--- src/rtl/mem_arbiter.sv ---
// Two-requester (CPU, DMA) arbiter for a single synchronous data-memory port.
// Optional macro ARB_ROUND_ROBIN_EN: bounded CPU bursts and alternating priority.
module mem_arbiter #(
  parameter int ADDR_W        = 19,
  parameter int DATA_W        = 24,
  parameter int DMA_MAX_BURST = 8
) (
  input  logic              clk,
  input  logic              rst,
  input  logic              cpu_req,
  input  logic              cpu_we,
  input  logic [ADDR_W-1:0] cpu_addr,
  input  logic [DATA_W-1:0] cpu_wdata,
  output logic              cpu_gnt,
  output logic              cpu_rvalid,
  output logic [DATA_W-1:0] cpu_rdata,
  input  logic              dma_req,
  input  logic              dma_we,
  input  logic [ADDR_W-1:0] dma_addr,
  input  logic [DATA_W-1:0] dma_wdata,
  output logic              dma_gnt,
  output logic              dma_rvalid,
  output logic [DATA_W-1:0] dma_rdata,
  output logic              mem_we,
  output logic [ADDR_W-1:0] mem_addr,
  output logic [DATA_W-1:0] mem_wdata,
  input  logic [DATA_W-1:0] mem_q
);

  localparam logic [1:0] IDLE = 2'd0;
  localparam logic [1:0] CPU  = 2'd1;
  localparam logic [1:0] DMA  = 2'd2;

  localparam logic [7:0] LAST_BEAT = 8'(DMA_MAX_BURST - 1);

  logic [1:0] state, state_nx;
  logic [7:0] cnt;
  logic       cpu_xfer, dma_xfer, count_en, at_limit;
  logic       cpu_rd_q, dma_rd_q;

  assign cpu_gnt  = (state == CPU);
  assign dma_gnt  = (state == DMA);
  assign cpu_xfer = cpu_gnt & cpu_req;
  assign dma_xfer = dma_gnt & dma_req;

`ifdef ARB_ROUND_ROBIN_EN
  logic last_cpu;
  assign count_en = cpu_xfer | dma_xfer;
`else
  assign count_en = dma_xfer;
`endif
  assign at_limit = count_en && (cnt == LAST_BEAT);

  // NOTE: every signal assigned in always_comb gets a default first, so no path leaves it unassigned and no latch is inferred.
  always_comb begin
    state_nx = state;
    case (state)
      IDLE: begin
`ifdef ARB_ROUND_ROBIN_EN
        if (cpu_req && dma_req) state_nx = last_cpu ? DMA : CPU;
        else
`endif
        if (cpu_req)      state_nx = CPU;
        else if (dma_req) state_nx = DMA;
      end
      CPU: begin
        if (!cpu_req) state_nx = dma_req ? DMA : IDLE;
`ifdef ARB_ROUND_ROBIN_EN
        else if (at_limit && dma_req) state_nx = DMA;
`endif
      end
      DMA: begin
        if (!dma_req || at_limit)
          state_nx = cpu_req ? CPU : (dma_req ? DMA : IDLE);
      end
      default: state_nx = IDLE;
    endcase
  end

  // NOTE: sequential state uses non-blocking assignments so every register samples pre-edge values.
  always_ff @(posedge clk or posedge rst) begin
    if (rst) begin
      state    <= IDLE;
      cnt      <= '0;
      cpu_rd_q <= 1'b0;
      dma_rd_q <= 1'b0;
    end else begin
      state    <= state_nx;
      cpu_rd_q <= cpu_xfer & ~cpu_we;
      dma_rd_q <= dma_xfer & ~dma_we;
      // A new grant or a completed burst restarts the count; it never wraps.
      if (state_nx != state || at_limit) cnt <= '0;
      else if (count_en)                 cnt <= cnt + 8'd1;
    end
  end

`ifdef ARB_ROUND_ROBIN_EN
  // Reset value makes DMA the first winner of a simultaneous request.
  always_ff @(posedge clk or posedge rst) begin
    if (rst)            last_cpu <= 1'b1;
    else if (cpu_gnt)   last_cpu <= 1'b1;
    else if (dma_gnt)   last_cpu <= 1'b0;
  end
`endif

  always_comb begin
    mem_we    = 1'b0;
    mem_addr  = '0;
    mem_wdata = '0;
    case (state)
      CPU: begin
        mem_we    = cpu_req & cpu_we;
        mem_addr  = cpu_addr;
        mem_wdata = cpu_wdata;
      end
      DMA: begin
        mem_we    = dma_req & dma_we;
        mem_addr  = dma_addr;
        mem_wdata = dma_wdata;
      end
      default: ;
    endcase
  end

  // Read-valid flags carry the requester captured at transfer time.
  assign cpu_rvalid = cpu_rd_q;
  assign dma_rvalid = dma_rd_q;
  assign cpu_rdata  = cpu_rd_q ? mem_q : '0;
  assign dma_rdata  = dma_rd_q ? mem_q : '0;

endmodule

--- config.mk ---
export PLATFORM = sky130hd
export DESIGN_NAME = mem_arbiter
export DESIGN_NICKNAME = d
export VERILOG_FILES = /design/src/rtl/mem_arbiter.sv
export SDC_FILE = /design/constraint.sdc
export NUM_CORES = 1
export LEC_CHECK = 0
export BUFFER_PORTS_ARGS = -buffer_cell sky130_fd_sc_hd__buf_2
export CORE_AREA = 2 2 82 84
export DETAILED_ROUTE_END_ITERATION = 12
export DIE_AREA = 0 0 84 86
export MAX_ROUTING_LAYER = met4
export PLACE_DENSITY = 0.75
export SLEW_MARGIN = 20
export SYNTH_ARGS = -nofsm -noshare
export SYNTH_HDL_FRONTEND = slang
export SYNTH_SLANG_ARGS = --single-unit
--- constraint.sdc ---
create_clock -name clk -period 1.8 [get_ports clk]
set_input_delay 0.27 -clock clk [delete_from_list [all_inputs] [get_ports clk]]
set_output_delay 0.27 -clock clk [all_outputs]
set_load 0.05 [all_outputs]
# Yosys cells after proc, flatten, opt, wreduce, memory -nomap -nowiden
# Cells that the tools add are included.
[classes] addsub=1 mul=0 div=0 n_lt_le_gt_ge=0 n_eq_ne=4 shift=0 mux=14 bitwise_logic=8 reduce_logical=6
[op_table] cell="24-bit 2-to-1 mux" n=2
[op_table] cell="24-bit one-hot mux with 2 select lines" n=1
[op_table] cell="19-bit one-hot mux with 2 select lines" n=1
[op_table] cell="8-bit 2-to-1 mux" n=2
[op_table] cell="2-bit 2-to-1 mux" n=6
[op_table] cell="8-bit by 1-bit adder with 8-bit output, second input constant" n=1
[op_table] cell="8-bit by 3-bit equality test with 1-bit output, second input constant" n=1
[op_table] cell="1-bit bitwise AND" n=6
[op_table] cell="2-bit one-hot mux with 3 select lines" n=1
[op_table] cell="2-bit by 1-bit equality test with 1-bit output, second input constant" n=1
[op_table] cell="2-bit equality test, second input constant" n=1
[op_table] cell="2-bit logical NOT" n=1
[op_table] cell="1-bit logical OR" n=2
[op_table] cell="2-bit != test" n=1
[op_table] cell="1-bit inverter" n=2
[op_table] cell="1-bit one-hot mux with 2 select lines" n=1
[op_table] cell="2-bit nonzero test" n=1
[op_table] cell="1-bit logical AND" n=1
[op_table] cell="1-bit logical NOT" n=1
[word_totals] ff_bits=12 latch_bits=0 ram_bits=0 mem_bits_ro=0 inputBits=116 output_inout_bits=96 wordCells=37 n_memories=0

# Longest topological paths before layout
# Gate-level depths: netlist of run 1.
[logic_depth] depth_word=9 depth_mapped=8 ltp_nobuf=6

# Least setup slack after synthesis of run 1
# OpenSTA, ideal clock, no wires.
[synth_timing] path_kind="flip-flop to output port" from="register state[1]" to="output mem_wdata[13]" arrival_ns=2.431 required_time_ns=1.530 setup_slack_ns=-0.901 path_stages_with_launch=7 cell_sequence="dfrtp_1 > inv_1 > ha_1 > buf_2 > buf_1 > a22oi_1 > nor2b_1"
[synth_via] elab_chain_cells=2
[synth_lines] item="start: declaration" line_no="36" rtl="logic [1:0] state, state_nx;"
[synth_lines] item="start signal: assignment" line_no="88" rtl="state <= state_nx;"
[synth_lines] item="2-bit by 1-bit equality test with 1-bit output"
[synth_lines] item="via cpu_gnt" line_no="14" rtl="output logic cpu_gnt,"
[synth_lines] item="24-bit one-hot mux with 2 select lines" line_no="110" rtl="case (state)"
[synth_lines] item="end: declaration" line_no="26" rtl="output logic [DATA_W-1:0] mem_wdata,"
# The timed path passes the listed nets, and every way through them passes these cells.

# Worst setup path after layout of run 1
[layout_timing] from="register state[0]" to="output mem_addr[8]"
[layout_via] elab_chain_cells=2
[layout_lines] item="2-bit equality test or 2-bit by 1-bit equality test with 1-bit output (tied branches)" line_no="110"
[layout_lines] item="19-bit one-hot mux with 2 select lines (*)" line_no="110"
[layout_lines] item="end: declaration" line_no="25" rtl="output logic [ADDR_W-1:0] mem_addr,"
# Mark *: on every way between the ends. The rest lies on a longest branch, timed or not.

==> results of run 1 <==
==> repair_timing <==
item,4_1_cts,5_1_grt
hold buffers,0,0
cloned,2,0
gates resized for setup,115,45
endpoints found under the hold margin,0,0
setup endpoints to repair,52,60
pin swaps,4,12
setup buffers,3,2
==> power groups by stage <==
stage | clock network (mW) | registers, mW | logic (mW)
2_1_floorplan | 0 | 0.380 | 4.13
3_3_place_gp | 0 | 0.372 | 5.20
3_5_place_dp | 0 | 0.378 | 5.25
4_1_cts | 0.255 | 0.378 | 6.41
5_1_grt | 0.264 | 0.376 | 7.13
6_report | 0.252 | 0.368 | 6.82
==> sequential cells by signal, summed over array words and instances (netlist names) <==
name        cells
state           2
cnt             8
cpu_rvalid      1
dma_rvalid      1
==> worst reg2reg max path, cell delays in order (launching register included) <==
cell      delay, ns
dfrtp_2        0.44
inv_4          0.10
ha_4           0.26
and4_4         0.27
nand4b_4       0.10
buf_6          0.15
a211oi_4       0.23
buf_12         0.19
nor4_2         0.06
==> area by class of cell <==
type | count | area [um^2] | share of cell area
multi-input combinational | 202 | 2040 | 0.483
timing repair buffer | 240 | 1720 | 0.406
sequential | 12 | 304 | 0.0719
tap | 77 | 96.3 | 0.0228
clock buffer | 4 | 45.0 | 0.0106
inverter | 4 | 17.5 | 0.00414
antenna | 3 | 7.51 | 0.00177
==> worst paths after layout <==
| check | cells past startpoint | endpoint | from | slack, ns |
|---|---|---|---|---|
| max reg2reg | 8 | cnt[4] | state[0] | -0.11 |
| min in group clk | 2 | cpu_rvalid | cpu_we | 0.20 |
| min | 2 | state[1] | rst | 0.03 |
| min reg2reg | 2 | cnt[7] | cnt[7] | 0.63 |
| max in group asynchronous | 2 | dma_rvalid | rst | 1.44 |
| max | 6 | mem_addr[8] | state[0] | -0.13 |
==> per-stage QoR <==
| step | setup WS [ns] | util | power [mW] | cell area, um^2 |
|---|---|---|---|---|
| after floorplan | -0.00759 | - | 4.51 | 2180 |
| after global routing | -0.184 | 0.674 | 7.77 | 4230 |
| final | -0.129 | 0.674 | 7.44 | 4230 |
| after detailed placement | -0.581 | 0.546 | 5.62 | 3430 |
| after global placement | -0.462 | 0.546 | 5.57 | 3430 |
| after CTS | -0.137 | 0.633 | 7.05 | 3970 |
==> cells by family (layout without fill, tap and decap cells) <==
logic type	after synthesis	after routing
adders and majority gates	5	5
and+or+nand+nor	130	130
muxes	2	2
buffers and inverters	25	248
other	0	3
DFF	12	12
AOI/OAI and AO/OA	58	58
xor gates and xnor gates	7	7
==> cells in the final DEF (no fill, tap or decap), types with 3 or more instances in the layout <==
master    instances
a22oi_1          12
dfrtp_2           3
o21ai_0           4
a22oi_2          31
buf_4            18
nor2b_4          44
buf_2           166
buf_12            9
and2_1           49
xor2_1            6
dfrtp_1           9
ha_4              3
nand2_1           7
nor4_4            6
nor2_1            5
buf_8             3
diode_2           3
clkbuf_8          3
a21oi_1           3
buf_6            41
==> routing by layer <==
layer / part of all wire / up-vias / global-route usage
li1: - / 1295 / -
met1: 0.34 / 1298 / 0.231
met2: 0.56 / 150 / 0.459
met3: 0.065 / 24 / 0.0462
met4: 0.033 / 0 / 0.0792
met5: 0 / - / -
==> impl_metrics.env, run 1 <==
export IMPL_outcome="finished with violations"
export IMPL_failed_checks="negative setup slack"
export IMPL_synth_fp_nets=360
export IMPL_port_buffers=211
export IMPL_groute_usage_overall=0.235
export IMPL_yosysTopAreaCellShare=0.181
export IMPL_ys_warn_count=0
export IMPL_syn_to_final_growth_pct=137
export IMPL_cts_buffer_depth=2
export IMPL_cp_arrival_ns=1.66
export IMPL_grt_pass1_vias=2858
export IMPL_yosysMostFrequentCell="and2_1"
export IMPL_irDropWorstVdd_mv=1.21
export IMPL_crit_required_ns=1.53
export IMPL_finalHoldViolCount=0
export IMPL_die_y_um=86
export IMPL_async_flop_share=1.00
export IMPL_grt_antenna_before_repair=3
export IMPL_p_int_mw=3.53
export IMPL_dp_hpwl_mm=6.53
export IMPL_min_period_over_period=1.07
export IMPL_yosys_top_cells_count="and2_1, nor2b_1, a22oi_1, dfrtp_1"
export IMPL_skew_ns=0.00807
export IMPL_synthesis_area_mm2=0.00178
export IMPL_drive_gt1_frac=0.740
export IMPL_routedWlPerCell_um=16.8
export IMPL_h_tree_depth=1
export IMPL_p_leak_nw=2.09
export IMPL_swShare=0.526
export IMPL_synth_adder_area_share=0.0351
export IMPL_worstMarginPinSlew_ns=0.457
export IMPL_finalSetupViolCount=53
export IMPL_ys_seq_elements=12
export IMPL_rows=29
export IMPL_ys_types=33
export IMPL_cpPeakStageDelay_ns=0.44
export IMPL_clk_latency_ns=0.24
export IMPL_numCtsBuffers=3
export IMPL_initial_utilization=0.284
export IMPL_syn_avg_cell_area_um2=7.45
export IMPL_wirelength_mm=9.12
export IMPL_critPathMaxFanout=14
export IMPL_seqPwrFrac=0.050
export IMPL_viasPerCell=5.11
export IMPL_vias=2767
export IMPL_grt_max_degree=27
export IMPL_grt_pass1_wl_mm=13.5
export IMPL_synth_cells=239
export IMPL_worst_setup_path_end_kind="output port"
export IMPL_whs_ns=0.0279
export IMPL_first_iter_violations=70
export IMPL_place_gp_congestion=0.931
export IMPL_overflow=0
export IMPL_period_needed_ns=1.93
export IMPL_hold_path_class="input pin to asynchronous set/reset pin"
export IMPL_fp_coreArea_mm2=0.00628
export IMPL_tns_ns=-4.82
export IMPL_pin_count=212
export IMPL_nNetsFinal=584
export IMPL_clockRootBuffer="clkbuf_8"
export IMPL_synth_xor_area_frac=0.0344
export IMPL_powerDensity_mw_per_mm2=1760
export IMPL_synthSimpleGateAreaFrac=0.456
export IMPL_fillers=499
export IMPL_yosysSeqAreaShare=0.169
export IMPL_synthFlopType="dfrtp_1"
export IMPL_cts_tree="done"
export IMPL_synth_area_leaders="a22oi_1, and2_1, dfrtp_1"
export IMPL_max_freq_mhz=519
export IMPL_maxSlewHeadroom=0.695
export IMPL_clk_pin_slew_worst_paths_ns=0.05
export IMPL_drt_pass1_iter_count=4
export IMPL_synth_compound_area_frac=0.238
export IMPL_power_frac_comb=0.917
export IMPL_cp_cell_sequence="inv_4 -> ha_4 -> buf_12 -> a22oi_2 -> nor2b_4 -> buf_12"
export IMPL_maxCapViolCount=0
export IMPL_synth_top_family_by_area="simple AND/OR/NAND/NOR gates"
export IMPL_dp_cells=529
export IMPL_cts_sinks=12
export IMPL_die_w_um=84
export IMPL_synth_edf_count=0
export IMPL_startpoint_type="flip-flop"
export IMPL_rsz0062_at_grt="yes"
export IMPL_antenna_left=0
export IMPL_muxShareOfSynthArea=0.0112
export IMPL_critPathKind="flip-flop to output port"
export IMPL_path_delay_family="flip-flops"
export IMPL_dieArea_mm2=0.00722
export IMPL_clkPwrFrac=0.034
export IMPL_drc=0
export IMPL_setup_slack_ns=-0.129
export IMPL_power_switching_mw=3.91
export IMPL_yosysTopAreaCell="a22oi_1"
export IMPL_crit_buf_inv=3
export IMPL_fin_cells=542
export IMPL_slowest_stage="dfrtp_2"
export IMPL_cpMostUsedCell="buf_12"
export IMPL_drv_slew=0
No activity file was read; power rests on OpenSTA's default activity.
==> run 2: changes to the inputs <==
--- a/config.mk
+++ b/config.mk
@@ -10,4 +10,5 @@
 export DETAILED_ROUTE_END_ITERATION = 12
 export DIE_AREA = 0 0 84 86
+export HOLD_SLACK_MARGIN = 0.05
 export MAX_ROUTING_LAYER = met4
 export PLACE_DENSITY = 0.75
==> constraint.sdc (replaced) <==
create_clock -name clk -period 1.8 [get_ports clk]
set_input_delay 0 -clock clk [delete_from_list [all_inputs] [get_ports clk]]
set_output_delay 0 -clock clk [all_outputs]
set_load 0.05 [all_outputs]
==> run 2 against run 1 <==
The flow now finishes without violations. Wire length decreased by 18%. Final cell count down 2.2%. Sequential power hardly changed. Non-clock buffer count is 9 lower. Sequential share of layout area rose by 1.1 points. Cell area is 14% lower. Count of clock-buffer cells in the layout unchanged. Critical path depth up 1. Via count fell by 5.5%. Power is 19% lower. Die area unchanged. Highest routed layer unchanged.
==> impl_metrics.env, run 2 (synthesized netlist as in run 1, its figures left out) <==
export IMPL_outcome="finished clean"
export IMPL_drc=0
export IMPL_fp_coreArea_mm2=0.00628
export IMPL_skew_ns=0.0104
export IMPL_drt_pass1_iter_count=4
export IMPL_min_from="cpu_req"
export IMPL_syn_to_final_growth_pct=103
export IMPL_reg_largest_list="cnt (8), state (2)"
export IMPL_worst_setup_path_end_kind="flip-flop"
export IMPL_clockRootBuffer="clkbuf_8"
export IMPL_numCtsBuffers=3
export IMPL_hold_path_class="input pin to flip-flop"
export IMPL_vias=2614
export IMPL_critPathKind="flip-flop to flip-flop"
export IMPL_pin_count=212
export IMPL_powerDensity_mw_per_mm2=1670
export IMPL_r2r_cells=7
export IMPL_nNetsFinal=575
export IMPL_worstMarginPinSlew_ns=0.528
export IMPL_port_buffers=211
export IMPL_largest_register="cnt"
export IMPL_layout_common_cells="buf_2, and2_1, a22oi_1"
export IMPL_initial_utilization=0.284
export IMPL_die_y_um=86
export IMPL_setup_slack_ns=0.000570
export IMPL_rows=29
export IMPL_drv_slew=0
export IMPL_whs_ns=0.119
export IMPL_timing_rr_start="state[0]"
export IMPL_fin_cells=530
export IMPL_cts_buffer_depth=2
export IMPL_dp_cells=517
export IMPL_overflow=0
export IMPL_rsz0062_at_grt="yes"
export IMPL_power_mw=6.03
export IMPL_min_to="cpu_rvalid"
export IMPL_dp_hpwl_mm=5.82
export IMPL_routedWlPerCell_um=14.1
export IMPL_grt_antenna_before_repair=0
export IMPL_clk_latency_ns=0.25
export IMPL_hold_depth=3
export IMPL_tns_ns=0
export IMPL_crit_required_ns=1.95
export IMPL_cts_sinks=12
export IMPL_antenna_left=0
export IMPL_final_cell_area_mm2=0.00362
export IMPL_min_period_over_period=1.00
export IMPL_finalSetupViolCount=0
export IMPL_period_needed_ns=1.80
export IMPL_clk_pin_slew_worst_paths_ns=0.06
export IMPL_dieArea_mm2=0.00722
export IMPL_critPathMaxFanout=8
export IMPL_final_common_cell="buf_2"
export IMPL_grt_pass1_vias=2497
export IMPL_die_w_um=84
export IMPL_largest_reg_flops=8
export IMPL_grt_pass1_wl_mm=10.7
export IMPL_place_worst_setup_slack_ns=-0.0198
export IMPL_wirelength_mm=7.46
export IMPL_maxSlewHeadroom=0.648
export IMPL_drive_gt1_frac=0.664
export IMPL_irDropWorstVdd_mv=1.46
export IMPL_place_area_mm2=0.00328
export IMPL_groute_usage_overall=0.181
export IMPL_p_leak_nw=1.95
export IMPL_first_iter_violations=110
export IMPL_cp_arrival_ns=1.95
export IMPL_place_gp_congestion=1.01
export IMPL_fin_util=0.577
export IMPL_startpoint_type="flip-flop"
export IMPL_r2r_end="cnt[5]"
export IMPL_viasPerCell=4.93
export IMPL_maxCapViolCount=0
export IMPL_grt_max_degree=45
export IMPL_finalHoldViolCount=0
export IMPL_h_tree_depth=1
export IMPL_antennaDiodeCount=0
export IMPL_r2r_slack_ns=0.0006
export IMPL_max_freq_mhz=556
export IMPL_cts_tree="done"
==> run 2: cell count changes in the layout (fill, tap and decap cells not counted), moves of 6 or more <==
cell	change
buf_4	-8
a22oi_1	+31
buf_2	+38
buf_6	-37
clkbuf_4	+6
buf_12	-7
a22oi_2	-31
==> run 2: timing repair <==
action | 4_1_cts | 5_1_grt
cloned | 0 | 0
hold buffers | 3 | 0
endpoints found under the setup margin | 49 | 49
hold endpoints to repair | 14 | 0
setup buffers | 2 | 4
resized for setup | 5 | 39
pin swaps | 1 | 12
==> run 2: how the worst max path moves through the flow <==
| stage | cells after the start | end | from | slack, ns |
|---|---|---|---|---|
| floorplan | 7 | cnt[0] | state[0] | 0.002 |
| global placement | 6 | cnt[1] | state[0] | 0.02 |
| detailed placement | 6 | cnt[3] | state[0] | -0.02 |
| CTS | 7 | cnt[7] | state[0] | -0.001 |
| global route | 7 | cnt[0] | state[0] | -0.06 |
| finish | 7 | cnt[5] | state[0] | 0.0006 |
==> run 2: report_power, final <==
group	switching, mW	internal (mW)
logic	3.32	2.07
registers	0.0610	0.309
clock network	0.108	0.156
total	3.49	2.54
==> run 2: layout make-up <==
type | instances | area, um^2
Sequential cell | 12 | 302
Fill cell | 570 | 2660
Timing Repair Buffer | 231 | 1280
Tap cell | 77 | 96.3
Multi-Input combinational cell | 202 | 1880
Inverter | 4 | 17.5
Clock buffer | 4 | 45.0
==> run 2: routing by layer <==
layer | wire length, um | global-route usage
met5 | 0 | -
met1 | 2590 | 0.185
met2 | 4150 | 0.364
met4 | 106 | 0.0440
met3 | 613 | 0.0221
==> run 2: critical path: stages, from the launching register on <==
cell	delay, ns
dfrtp_2	0.44
inv_4	0.08
ha_4	0.16
and4_4	0.25
nand4b_4	0.13
nor4bb_4	0.20
buf_6	0.15
nor4_2	0.27
==> run 3: changes to the inputs <==
SETUP_SLACK_MARGIN = 0.5   (was unset)
==> run 3 against run 2 <==
Count of clock-buffer cells in the layout is the same. Register-to-register slack better by 0.02 ns. Maximum frequency is 1.4% higher. Power rose by 14%. Via count up 1.6%. Global-route usage increased by 3.0 points. First-iteration DRC count decreased by 45%. Cell area rose by 12%.
==> impl_metrics.env, run 3 (synthesized netlist as in run 1, its figures left out) <==
export IMPL_die_w_um=84
export IMPL_outcome="finished clean"
export IMPL_cts_tree="done"
export IMPL_powerDensity_mw_per_mm2=1710
export IMPL_antennaDiodeCount=0
export IMPL_irDropWorstVdd_mv=1.20
export IMPL_max_freq_mhz=563
export IMPL_pin_count=212
export IMPL_skew_ns=0.00508
export IMPL_vias=2656
export IMPL_finalSetupViolCount=0
export IMPL_cp_arrival_ns=1.90
export IMPL_tns_ns=0
export IMPL_crit_required_ns=1.92
export IMPL_largest_register="cnt"
export IMPL_syn_to_final_growth_pct=127
export IMPL_grt_pass1_vias=2498
export IMPL_reg_largest_list="cnt (8), state (2)"
export IMPL_grt_max_degree=45
export IMPL_dp_hpwl_mm=5.94
export IMPL_overflow=0
export IMPL_wirelength_mm=8.62
export IMPL_dieArea_mm2=0.00722
export IMPL_maxSlewHeadroom=0.672
export IMPL_p_leak_nw=2.07
export IMPL_place_gp_congestion=0.971
export IMPL_fp_coreArea_mm2=0.00628
export IMPL_drv_slew=0
export IMPL_finalHoldViolCount=0
export IMPL_cts_sinks=12
export IMPL_rows=29
export IMPL_worstMarginPinSlew_ns=0.491
export IMPL_worst_setup_path_end_kind="flip-flop"
export IMPL_port_buffers=211
export IMPL_hold_path_class="input pin to flip-flop"
export IMPL_period_needed_ns=1.78
export IMPL_drive_gt1_frac=0.800
export IMPL_die_y_um=86
export IMPL_startpoint_type="flip-flop"
export IMPL_grt_antenna_before_repair=0
export IMPL_numCtsBuffers=3
export IMPL_largest_reg_flops=8
export IMPL_first_iter_violations=60
export IMPL_h_tree_depth=1
export IMPL_cts_buffer_depth=2
export IMPL_routedWlPerCell_um=16.1
export IMPL_grt_pass1_wl_mm=12.3
export IMPL_maxCapViolCount=0
export IMPL_final_common_cell="buf_2"
export IMPL_critPathKind="flip-flop to flip-flop"
export IMPL_viasPerCell=4.96
export IMPL_groute_usage_overall=0.211
export IMPL_drt_pass1_iter_count=4
export IMPL_min_period_over_period=0.986
export IMPL_antenna_left=0
export IMPL_clk_latency_ns=0.25
export IMPL_initial_utilization=0.284
export IMPL_layout_common_cells="buf_2, buf_4, nor2b_4"
export IMPL_fin_cells=536
export IMPL_nNetsFinal=581
export IMPL_drc=0
export IMPL_rsz0062_at_grt="yes"
export IMPL_clk_pin_slew_worst_paths_ns=0.06
export IMPL_critPathMaxFanout=8
export IMPL_fillers=532
export IMPL_dp_cells=516
export IMPL_clockRootBuffer="clkbuf_8"
-- run 3: cell count changes in the layout (fill, tap and decap cells not counted), moves of 4 or more --
cell / delta
a22oi_1: -17
a22oi_2: +17
and2_1: -40
and2_2: +39
buf_2: -47
buf_4: +45
buf_6: +9
clkbuf_4: -7
nor2b_2: -4
nor2b_4: +4
-- run 3: timing repair --
action | in CTS | in global routing
buffers inserted | 5 | 5
cloned | 0 | 3
endpoints found under the setup margin | 105 | 102
hold endpoints to repair | 14 | 0
resized for setup | 97 | 40
hold buffers | 3 | 0
pin swaps | 8 | 10
-- run 3: stage by stage --
step                      instance area (um^2)  total power [mW]  worst slack (ns)   util  hold slack, ns
after floorplan                           2260              4.61            0.0447      -          -0.135
after global placement                    3360              5.37            0.0465  0.535          0.0236
after detailed placement                  3360              5.43           -0.0561  0.535          0.0407
after CTS                                 3830              6.48            0.0587  0.610           0.103
after global routing                      4050              7.20           -0.0435  0.645           0.137
final                                     4050              6.90            0.0248  0.645           0.103
-- run 3: final cells by class --
type / instances / area (um^2) / area share
clock buffer: 4 / 55.1 / 0.0136
inverter: 4 / 17.5 / 0.00433
multi-input combinational: 202 / 2000 / 0.494
sequential: 12 / 309 / 0.0764
tap: 77 / 96.3 / 0.0238
timing repair buffer: 237 / 1570 / 0.387
-- run 3: report_power, final --
group / internal (mW) / switching (mW)
Clock: 0.194 / 0.118
Sequential: 0.313 / 0.0577
Combinational: 2.69 / 3.52
-- run 3: per-layer routing --
layer / vias to the layer above / wire (um) / GRT usage
met5: - / 0 / -
met4: 0 / 181 / 0.0616
met3: 19 / 460 / 0.0366
met2: 116 / 4630 / 0.378
met1: 1236 / 3350 / 0.242
li1: 1285 / - / -
-- run 3: worst max-delay path, stage by stage, from the launching register on --
cell	delay, ns
dfrtp_2	0.46
inv_4	0.11
ha_4	0.19
and4_4	0.25
nand4b_4	0.13
a211oi_4	0.27
buf_12	0.18
nor4_4	0.05
-- run 3: path summary, 6_finish.rpt --
path                       slack, ns    endpoint      from  depth (start not counted)
setup / recovery                0.02      cnt[2]  state[0]                          7
hold / removal                  0.10  cpu_rvalid   cpu_req                          3
setup reg to reg                0.02      cnt[2]  state[0]                          7
hold reg to reg                 0.62      cnt[0]    cnt[0]                          2
max in group asynchronous       1.11  dma_rvalid       rst                          3
min in group asynchronous       0.32      cnt[5]       rst                          3
